### config.mk
export PLATFORM = sky130hd
export DESIGN_NAME = ecall_uart_tx
export DESIGN_NICKNAME = d
export VERILOG_FILES = /design/src/rtl/ecall_uart_tx_pkg.sv /design/src/rtl/ecall_uart_tx_byte_fifo.sv /design/src/rtl/ecall_uart_tx.sv
export SDC_FILE = /design/constraint.sdc
export NUM_CORES = 1
export LEC_CHECK = 0
export ABC_AREA = 1
export BUFFER_PORTS_ARGS = -buffer_cell sky130_fd_sc_hd__buf_2
export CAP_MARGIN = 25
export CORE_MARGIN = 1.5
export CORE_UTILIZATION = 57
export CTS_CLUSTER_SIZE = 20
export DETAILED_ROUTE_END_ITERATION = 7
export GPL_TIMING_DRIVEN = 0
export PLACE_DENSITY = 0.74
export REMOVE_ABC_BUFFERS = 1
export SLEW_MARGIN = 15
export SYNTH_ARGS = -nofsm -noshare
export SYNTH_HDL_FRONTEND = slang
export SYNTH_HIERARCHICAL = 1
export SYNTH_SLANG_ARGS = --single-unit
### constraint.sdc
create_clock -name ADC_CLK_10 -period 4.67 [get_ports ADC_CLK_10]
set_clock_uncertainty 0.15 [all_clocks]
set_input_delay 0.467 -clock ADC_CLK_10 [delete_from_list [all_inputs] [get_ports ADC_CLK_10]]
set_output_delay 0.467 -clock ADC_CLK_10 [all_outputs]
set_load 0.01 [all_outputs]
### src/rtl/ecall_uart_tx_pkg.sv
// Shared definitions for the ecall UART transmitter: FSM encodings and default constants.
// The PARITY state exists only when ECALL_UART_PARITY_EN is defined.
package ecall_uart_tx_pkg;

   localparam int   CLKS_PER_BIT_DEFAULT = 87;
   localparam int   FIFO_AW_DEFAULT      = 4;
   localparam logic UART_IDLE_LEVEL      = 1'b1;

`ifdef ECALL_UART_PARITY_EN
   typedef enum logic [2:0] {
      S_IDLE,
      S_START,
      S_DATA,
      S_PARITY,
      S_STOP
   } state_t;
`else
   typedef enum logic [1:0] {
      S_IDLE,
      S_START,
      S_DATA,
      S_STOP
   } state_t;
`endif

endpackage

### src/rtl/ecall_uart_tx_byte_fifo.sv
// Synchronous byte FIFO with FIFO_AW+1 bit pointers; count is the modular pointer difference.
// A push while full is accepted only when a pop frees a slot in the same cycle.
module byte_fifo
   import ecall_uart_tx_pkg::*;
#(
   parameter int FIFO_AW = FIFO_AW_DEFAULT
) (
   input  logic               ADC_CLK_10,
   input  logic               rst,
   input  logic               push,
   input  logic               pop,
   input  logic [7:0]         din,
   output logic [7:0]         dout,
   output logic [FIFO_AW:0]   count,
   output logic               full,
   output logic               empty
);

   localparam int DEPTH = 2 ** FIFO_AW;

   logic [7:0]       mem [DEPTH];
   logic [FIFO_AW:0] wr_ptr;
   logic [FIFO_AW:0] rd_ptr;
   logic             wr_en;
   logic             rd_en;

   assign rd_en = pop & ~empty;
   assign wr_en = push & (~full | rd_en);

   // NOTE: storage has no reset; the pointers alone define which entries are valid.
   always_ff @(posedge ADC_CLK_10) begin
      if (wr_en) mem[wr_ptr[FIFO_AW-1:0]] <= din;
   end

   always_ff @(posedge ADC_CLK_10 or posedge rst) begin
      if (rst) begin
         wr_ptr <= '0;
         rd_ptr <= '0;
      end else begin
         if (wr_en) wr_ptr <= wr_ptr + (FIFO_AW+1)'(1);
         if (rd_en) rd_ptr <= rd_ptr + (FIFO_AW+1)'(1);
      end
   end

   assign dout  = mem[rd_ptr[FIFO_AW-1:0]];
   assign count = wr_ptr - rd_ptr;
   assign full  = (count == (FIFO_AW+1)'(DEPTH));
   assign empty = (count == '0);

endmodule

### src/rtl/ecall_uart_tx.sv
// Ecall byte stream to UART: trigger synchroniser, byte FIFO and 8N1 serialiser on ADC_CLK_10.
// Define ECALL_UART_PARITY_EN to insert an even-parity bit between data and stop.
module ecall_uart_tx
   import ecall_uart_tx_pkg::*;
#(
   parameter int CLKS_PER_BIT = CLKS_PER_BIT_DEFAULT,
   parameter int FIFO_AW      = FIFO_AW_DEFAULT
) (
   input  logic               ADC_CLK_10,
   input  logic               rst,
   input  logic [7:0]         in_data,
   input  logic               in_trigger,
   input  logic               clr_overflow,
   output logic               uart_tx,
   output logic               busy,
   output logic [FIFO_AW:0]   fifo_count,
   output logic               fifo_full,
   output logic               fifo_empty,
   output logic               overflow
);

   localparam int             BCW     = $clog2(CLKS_PER_BIT);
   localparam logic [BCW-1:0] BC_LAST = BCW'(CLKS_PER_BIT - 1);

   logic           trig_s1, trig_s2, trig_s3;
   logic           push, pop, drop;
   logic [7:0]     fifo_dout;
   state_t         state, state_n;
   logic [BCW-1:0] bc, bc_n;
   logic [2:0]     bi, bi_n;
   logic [7:0]     shreg;
   logic           tx_n;
   logic           bit_done;

   // NOTE: sequential state uses non-blocking assignments so every flop samples pre-edge values.
   always_ff @(posedge ADC_CLK_10 or posedge rst) begin
      if (rst) begin
         trig_s1 <= 1'b0;
         trig_s2 <= 1'b0;
         trig_s3 <= 1'b0;
      end else begin
         trig_s1 <= in_trigger;
         trig_s2 <= trig_s1;
         trig_s3 <= trig_s2;
      end
   end

   assign push = trig_s2 & ~trig_s3;
   assign pop  = (state == S_IDLE) & ~fifo_empty;
   assign drop = push & fifo_full & ~pop;

   byte_fifo #(.FIFO_AW(FIFO_AW)) u_fifo (
      .ADC_CLK_10 (ADC_CLK_10),
      .rst        (rst),
      .push       (push),
      .pop        (pop),
      .din        (in_data),
      .dout       (fifo_dout),
      .count      (fifo_count),
      .full       (fifo_full),
      .empty      (fifo_empty)
   );

   // A dropping push outranks a coincident clear.
   always_ff @(posedge ADC_CLK_10 or posedge rst) begin
      if (rst)               overflow <= 1'b0;
      else if (drop)         overflow <= 1'b1;
      else if (clr_overflow) overflow <= 1'b0;
   end

   always_ff @(posedge ADC_CLK_10 or posedge rst) begin
      if (rst) begin
         state   <= S_IDLE;
         bc      <= '0;
         bi      <= '0;
         shreg   <= '0;
         uart_tx <= UART_IDLE_LEVEL;
      end else begin
         state   <= state_n;
         bc      <= bc_n;
         bi      <= bi_n;
         uart_tx <= tx_n;
         if (pop) shreg <= fifo_dout;
      end
   end

   assign bit_done = (bc == BC_LAST);

   // NOTE: every output of this block is given a default first, so no path can infer a latch.
   always_comb begin
      state_n = state;
      bc_n    = bc;
      bi_n    = bi;
      unique case (state)
         S_IDLE: begin
            if (pop) begin
               state_n = S_START;
               bc_n    = '0;
            end
         end
         S_START: begin
            if (bit_done) begin
               state_n = S_DATA;
               bc_n    = '0;
               bi_n    = '0;
            end else begin
               bc_n = bc + BCW'(1);
            end
         end
         S_DATA: begin
            if (bit_done) begin
               bc_n = '0;
               if (bi == 3'd7) begin
`ifdef ECALL_UART_PARITY_EN
                  state_n = S_PARITY;
`else
                  state_n = S_STOP;
`endif
               end else begin
                  bi_n = bi + 3'd1;
               end
            end else begin
               bc_n = bc + BCW'(1);
            end
         end
`ifdef ECALL_UART_PARITY_EN
         S_PARITY: begin
            if (bit_done) begin
               state_n = S_STOP;
               bc_n    = '0;
            end else begin
               bc_n = bc + BCW'(1);
            end
         end
`endif
         S_STOP: begin
            if (bit_done) begin
               state_n = S_IDLE;
               bc_n    = '0;
            end else begin
               bc_n = bc + BCW'(1);
            end
         end
         default: state_n = S_IDLE;
      endcase

      // Line level is decoded from the next state so uart_tx leaves a flop aligned with it.
      tx_n = UART_IDLE_LEVEL;
      unique case (state_n)
         S_START:  tx_n = ~UART_IDLE_LEVEL;
         S_DATA:   tx_n = shreg[bi_n];
`ifdef ECALL_UART_PARITY_EN
         S_PARITY: tx_n = ^shreg;
`endif
         default:  tx_n = UART_IDLE_LEVEL;
      endcase
   end

   assign busy = (state != S_IDLE);

endmodule

Yosys cells after proc, flatten, opt, wreduce, memory -nomap -nowiden --
Memory sizes are Yosys's and may differ from the RTL's. A register that Yosys moved wholly into a read port is not among the register bits. Index checks and enable logic that the tools add are counted.
Storage, ports and cells: output and inout port bits 10, bits in registers 27, word-level logic and storage cells 62, bits in writable memories 128, memories 1, bits of input ports 12
Operators by class: reductions and logical operators 5, bitwise logic cells 11, mux-type cells 20, add/subtract/negate cells 5, eq/ne operators 9, $lt $le $gt $ge 1
Memory list:
- u_fifo.mem | words 16, width 8, rd ports 1, clocked after Yosys merged registers in 1, write ports 1, RTL line ecall_uart_tx_byte_fifo.sv:21 | logic [7:0] mem [DEPTH];
Operators by type and width (number):
- $mux W7 | 2
- $pmux W7 S2 | 1
- $add A5 B1 Y5 const B | 2
- $mux W2 | 5
- $mux W3 | 3
- $pmux W2 S4 | 1
- $add A7 B1 Y7 const B | 1
- $eq A7 B7 Y1 const B | 1
- $and A1 B1 Y1 | 6
- $eq A2 B2 Y1 const B | 3
- $pmux W3 S2 | 1
- $eq A5 B5 Y1 const B | 1
- $logic_not A5 Y1 | 1
- $mux W1 | 5
- $sub A5 B5 Y5 | 1
- $eq A2 B1 Y1 const B | 2
- $lt A3 B4 Y1 const B | 1
- $not A1 Y1 | 4
- $reduce_bool A2 Y1 | 2
- $add A3 B1 Y3 const B | 1
- $bmux W1 S3 | 1
- $eq A3 B3 Y1 const B | 1
- $reduce_or A3 Y1 | 1
- $logic_not A2 Y1 | 1
- other kinds (3) | 3

Longest topological paths before layout --
word-level depth 9, mapped depth 19

Cells and area by module --
The synthesis kept the hierarchy.
By module, submodules not included:
- byte_fifo | instances 1, seq. area each 4093.9 um2, cells an instance 497, area each 5875.6 um2
- ecall_uart_tx | instances 1, seq. area each 626.9 um2, cells an instance 169, area each 1407.6 um2

Worst setup path before layout --
Ideal clock, no wire load.
kind reg2reg, start point reg u_fifo.wr_ptr[0], end point mem u_fifo.mem[12][0], enable pin, setup time 0.370 ns, arrival 3.304 ns, buffers on the path 2, cell stages (with the launch flop) 16, path slack 0.846 ns, period minus slack after synthesis 3.824 ns, cell sequence dfrtp_1 inv_1 ha_1 inv_1 fa_1 xor2_1 nor2_2 nand3_2 inv_1 nor2_2 clkbuf_1 inv_1 nand4_4 nand2_4 buf_4 nor2_1
On the way: word-level cells in the longest chain between the ends 9, elaborated cells between the ends (all ways) 11, classes of those cells 1 x add/sub; 1 x eq/ne; 2 x mux; 6 x bitwise; 1 x reduce/logical
RTL lines:
- start: declaration | RTL line ecall_uart_tx_byte_fifo.sv:22 | logic [FIFO_AW:0] wr_ptr;
- start signal: assignment | RTL line ecall_uart_tx_byte_fifo.sv:40 | if (wr_en) wr_ptr <= wr_ptr + (FIFO_AW+1)'(1);
- $sub A5 B5 Y5 | RTL line ecall_uart_tx_byte_fifo.sv:46 | assign count = wr_ptr - rd_ptr;
- net fifo_count[2] | RTL line ecall_uart_tx.sv:16 | output logic [FIFO_AW:0] fifo_count,
- $logic_not A5 Y1 | RTL line ecall_uart_tx_byte_fifo.sv:48 | assign empty = (count == '0);
- net fifo_empty | RTL line ecall_uart_tx.sv:18 | output logic fifo_empty,
- $not A1 Y1 | RTL line ecall_uart_tx.sv:49 | assign pop = (state == S_IDLE) & ~fifo_empty;
- $and A1 B1 Y1 | RTL line ecall_uart_tx.sv:49
- net pop | RTL line ecall_uart_tx.sv:26 | logic push, pop, drop;
- $and A1 B1 Y1 | RTL line ecall_uart_tx_byte_fifo.sv:27 | assign rd_en = pop & ~empty;
- $or A1 B1 Y1 | RTL line ecall_uart_tx_byte_fifo.sv:28 | assign wr_en = push & (~full | rd_en);
- $and A1 B1 Y1 | RTL line ecall_uart_tx_byte_fifo.sv:28
- $mux W1 | RTL line ecall_uart_tx_byte_fifo.sv:32 | if (wr_en) mem[wr_ptr[FIFO_AW-1:0]] <= din;
- $mux W1 (not written as such) | RTL line ecall_uart_tx_byte_fifo.sv:32
- end: declaration | RTL line ecall_uart_tx_byte_fifo.sv:21
The timed path passes the listed nets, and every way through them passes these cells.

Worst setup path in the final report --
start point reg u_fifo.rd_ptr[1], end point mem u_fifo.mem[5][1], enable pin
On the way: word-level cells in the longest chain between the ends 9, elaborated cells between the ends (all ways) 11, classes of those cells 1 x add/sub; 1 x eq/ne; 2 x mux; 6 x bitwise; 1 x reduce/logical
RTL lines:
- start: declaration | RTL line ecall_uart_tx_byte_fifo.sv:23 | logic [FIFO_AW:0] rd_ptr;
- start signal: assignment | RTL line ecall_uart_tx_byte_fifo.sv:41 | if (rd_en) rd_ptr <= rd_ptr + (FIFO_AW+1)'(1);
- $sub A5 B5 Y5 * | RTL line ecall_uart_tx_byte_fifo.sv:46
- $logic_not A5 Y1 | RTL line ecall_uart_tx_byte_fifo.sv:48
- $not A1 Y1 | RTL line ecall_uart_tx_byte_fifo.sv:27, ecall_uart_tx.sv:49
- $and A1 B1 Y1 | RTL line ecall_uart_tx.sv:49
- $and A1 B1 Y1 | RTL line ecall_uart_tx_byte_fifo.sv:27
- $or A1 B1 Y1 * | RTL line ecall_uart_tx_byte_fifo.sv:28
- $and A1 B1 Y1 * | RTL line ecall_uart_tx_byte_fifo.sv:28
- $mux W1 * | RTL line ecall_uart_tx_byte_fifo.sv:32
- $mux W1 (not written as such) * | RTL line ecall_uart_tx_byte_fifo.sv:32
Every way passes the cells marked *; elsewhere a longest branch is shown, timed or not.

==> results.md <==
- The number of placement rows is 41.
- The fraction of registers with async set or reset after synthesis is 21.5%.
- The cell area after synthesis is 0.00728 mm^2.
- The floorplan step defined a die boundary enclosing around 0.013 mm^2.
- The ratio of total power to cell area is 621 mW/mm^2.
- The relative max-transition margin is between 40 and 50%.
- Dividing the detail-routed wire length by the instance count gives 18.5 um.
- The total track usage is 25.1%.
- The clock latency on the worst-skew pair is 0.42 ns.
- At the pin with the least slew margin, the transition time is 0.766 ns.
- The worst path meets setup with 0.104 ns of slack.
- Of all nets on the critical path, the largest fanout is 28.
- Sequential cells were found to cover 64.8% of the synthesized design area.
- The die is 116 um tall.
- The clock group share of total power is 28.1%.
- The share of total power in combinational logic is 34.8%.
- The logic depth of the worst register-to-register path is 12.
- The starting density of the core is around 58%.
- The library cells used most frequently in the layout, excluding fill and tap cells, are sky130_fd_sc_hd__edfxtp_1, sky130_fd_sc_hd__nand2_1, sky130_fd_sc_hd__nor2_1.
- The number of placed instances, taps included, is 833.
- The ratio of cells with drive above 1 in the final layout is a little over an eighth.
- Data arrives at the worst endpoint at 4.47 ns.
- Of the total power, the share spent switching nets is 37.3%.
- Among all flip-flop cells after synthesis, the most frequent one is sky130_fd_sc_hd__edfxtp_1.
- The initial antenna violation count is 0.
- The number of global-route vias before repair was 4865.
- Setup violations remaining at the end of the flow were counted as 0.
- Counting flops with a built-in enable in the synthesized netlist gives 128.
- The number of primary I/O pins is 22.
- Synthesis instantiated 40 different standard cells from the library.
- Entering global routing, the biggest net connects 44 pins.
- The total number of H-tree levels is 4.
- TritonCTS created 17 clock buffers.
- The worst supply voltage drop on vdd is roughly 0.36 mV.
- The path type of the worst min-delay path is input port to flip-flop.
- The final worst-path cycle share is between 90% and 100%.
- The most common cell after layout, fill and taps aside is sky130_fd_sc_hd__edfxtp_1.
- The post-CTS clock slew at the launch and capture registers of the worst setup and hold paths is ~0.060 ns.
- The HPWL after detailed placement is 10000 um.
- The total grt overflow is 0.
- Setup repair after global routing could not meet its margin everywhere.
- The static power due to leakage is 3.09 nW.
- The maximum clock path buffer count is 2.
- The power consumption is 0.00513 W.
- The count of antenna-violating nets left after detailed routing is 0.
- After synthesis, the mean cell area works out to 10.9 um^2.
- The number of storage elements in the synthesis netlist is 163.
- The number of vias after detailed routing is 5048.
- The library cell with the largest summed area after synthesis is sky130_fd_sc_hd__edfxtp_1.
- The congestion estimate from routability-driven global placement came to 0.832.
- The count of inserted antenna diode cells is 0.
- The first routing iteration left 444 violations.
- The cell count after synthesis is 666.
- The first-pass GRT wire length is 24700 um.
- The worst path in the final design needs a cycle of 4.57 ns, including I/O delays and setup.
- The final-report hold violation count is 0.
- The worst flop-to-flop path endpoint is u_fifo/mem[5][1]$_DFFE_PP_.
- The switching power is 0.00191 W.
- TritonCTS built the clock tree.
- The area of the core is 0.0126 mm^2.
- The overall routed net length is 16100 um.
- The run finished with clean final reports.
- The DRC violations left is 0.
- The number of clock sinks seen by CTS is 163.
- The startpoint identified for the worst register-to-register timing path is u_fifo/rd_ptr[1]$_DFFE_PP0P_.
- The post-route non-filler standard cell count is roughly 870.
- The net count of the finished layout is 712.
- Ranked by total cell area, the synthesized netlist is headed by sky130_fd_sc_hd__edfxtp_1, sky130_fd_sc_hd__dfrtp_1, sky130_fd_sc_hd__o21ai_0.
- The setup slack at placement is -0.328 ns.
- The sequential group share of total power is between 30% and 40%.
- The clock root buffer is sky130_fd_sc_hd__clkbuf_16.
- The average via count per standard cell is between 5 and 6.
- The setup check on the worst reg-to-reg path leaves a slack of 0.10 ns.
- The area growth from synthesis to layout is 13.2%.
- The filler cells instantiated in the layout total 947.
- The number of iterations in the first detailed-routing pass is 5.
- The worst setup path is captured at a flip-flop.
- The Yosys step of the flow raised 6 warnings.
- Data on the critical path is required at its endpoint by 4.57 ns.
- The final max-slew violation count is 0.
- Port buffering added 21 buffers.
- The start point of the critical path is u_fifo/rd_ptr[1]$_DFFE_PP0P_.
- After synthesis, the largest area contributor takes up 52.8% of total cell area.
- The category of the critical setup timing path is flip-flop to flip-flop.
- In this run the worst setup path terminates at u_fifo/mem[5][1]$_DFFE_PP_.
- Based on the critical path, the design can be clocked at up to 0.219 GHz.
- The max-capacitance violation count is 0.
- The internal power is 0.00321 W.
- The nature of the critical path startpoint is a flip-flop.
- In this run the horizontal extent of the chip is 116 um.
[worst min path at each step]
stage / startpoint / end / slack (ns) / cells past startpoint
2_1_floorplan: rst / u_fifo/rd_ptr[0]$_DFFE_PP0P_ / 0.16 / 1
3_3_place_gp: trig_s1$_DFF_PP0_ / trig_s2$_DFF_PP0_ / 0.18 / 0
3_5_place_dp: trig_s1$_DFF_PP0_ / trig_s2$_DFF_PP0_ / 0.19 / 0
4_1_cts: clr_overflow / overflow$_DFFE_PP0P_ / 0.07 / 2
5_1_grt: clr_overflow / overflow$_DFFE_PP0P_ / 0.10 / 2
6_report: clr_overflow / overflow$_DFFE_PP0P_ / 0.09 / 2
[through the flow]
stage / TNS, ns / hold slack (ns) / cell area, um^2 / utilization (%)
6_report: 0 / 0.0926 / 8250 / 65.6
2_1_floorplan: 0 / 0.157 / 7150 / -
4_1_cts: 0 / 0.0691 / 8220 / 65.4
5_1_grt: -9.24 / 0.101 / 8250 / 65.6
3_5_place_dp: -32.83 / 0.186 / 7540 / 60.0
3_3_place_gp: -168.12 / 0.183 / 7470 / 59.4
[final cells by class]
class | instances | area, um^2 | share of cell area, %
clock buffer | 18 | 429 | 5.20
clock inverter | 14 | 188 | 2.28
inverter | 47 | 176 | 2.14
multi-input combinational | 427 | 2290 | 27.8
sequential | 163 | 4720 | 57.3
tap | 172 | 215 | 2.61
timing repair buffer | 27 | 220 | 2.67
[sequential cells by signal (all words and copies together) (netlist names)]
name           flops
u_fifo/mem       128
trig_s3            1
overflow           1
state              2
bi                 3
uart_tx            1
bc                 7
trig_s1            1
u_fifo/wr_ptr      5
trig_s2            1
u_fifo/rd_ptr      5
shreg              8
[synthesized netlist by cell type (all sizes together), types with 2 or more instances]
master and instances:
xor2 10, nor2 104, nand3 48, inv 46, buf 16, xnor2 5
a21oi 2, clkbuf 13, o211ai 13, nand2 106, or2 2, nand4 6
nor3 2, ha 16, edfxtp 128, dfrtp 34, o21ai 84, o22ai 20
o221ai 3
[critical path, cell delays in order (launching register included)]
cell                      delay, ns
sky130_fd_sc_hd__dfrtp_2       0.65
sky130_fd_sc_hd__buf_16        0.23
sky130_fd_sc_hd__inv_1         0.35
sky130_fd_sc_hd__fa_1          0.57
sky130_fd_sc_hd__xor2_1        0.28
sky130_fd_sc_hd__nor2_2        0.09
sky130_fd_sc_hd__nand3_2       0.15
sky130_fd_sc_hd__inv_1         0.15
sky130_fd_sc_hd__nor2_4        0.43
sky130_fd_sc_hd__inv_1         0.14
sky130_fd_sc_hd__nand4_4       0.18
sky130_fd_sc_hd__nand2_4       0.21
sky130_fd_sc_hd__nor2_2        0.58
[per-layer routing]
| layer | wire [um] | part of all wire [%] | track usage [%] |
|---|---|---|---|
| met1 | 6430 | 40 | 30.6 |
| met2 | 8310 | 52 | 43.3 |
| met3 | 1000 | 6.2 | 5.44 |
| met4 | 316 | 2.0 | 10.9 |
| met5 | 0 | 0 | 0 |
[what timing repair did]
action / 4_1_cts / 5_1_grt
hold endpoints to repair: 11 / 0
hold buffers: 2 / 0
gates resized for setup: 17 / 0
cloned: 0 / 0
setup endpoints to repair: 128 / 128
setup buffers: 0 / 0
[power groups by stage]
| stage | Combinational [W] | Sequential (W) | Clock (W) |
|---|---|---|---|
| after global routing | 0.00198 | 0.00192 | 0.00151 |
| after floorplan | 0.00114 | 0.00191 | 0 |
| after CTS | 0.00176 | 0.00190 | 0.00146 |
| after global placement | 0.00154 | 0.00199 | 0 |
| final | 0.00178 | 0.00190 | 0.00144 |
| after detailed placement | 0.00174 | 0.00193 | 0 |
[logic make-up after synthesis]
logic type | share of synthesized area, %
AND/OR/NAND/NOR | 16.3
XOR/XNOR | 1.80
flip-flops | 64.8
AO/OA/AOI/OAI | 9.74
adder cells (fa/ha/maj) | 3.02
buffers and inverters | 4.29
No activity file was read; power rests on OpenSTA's default activity.
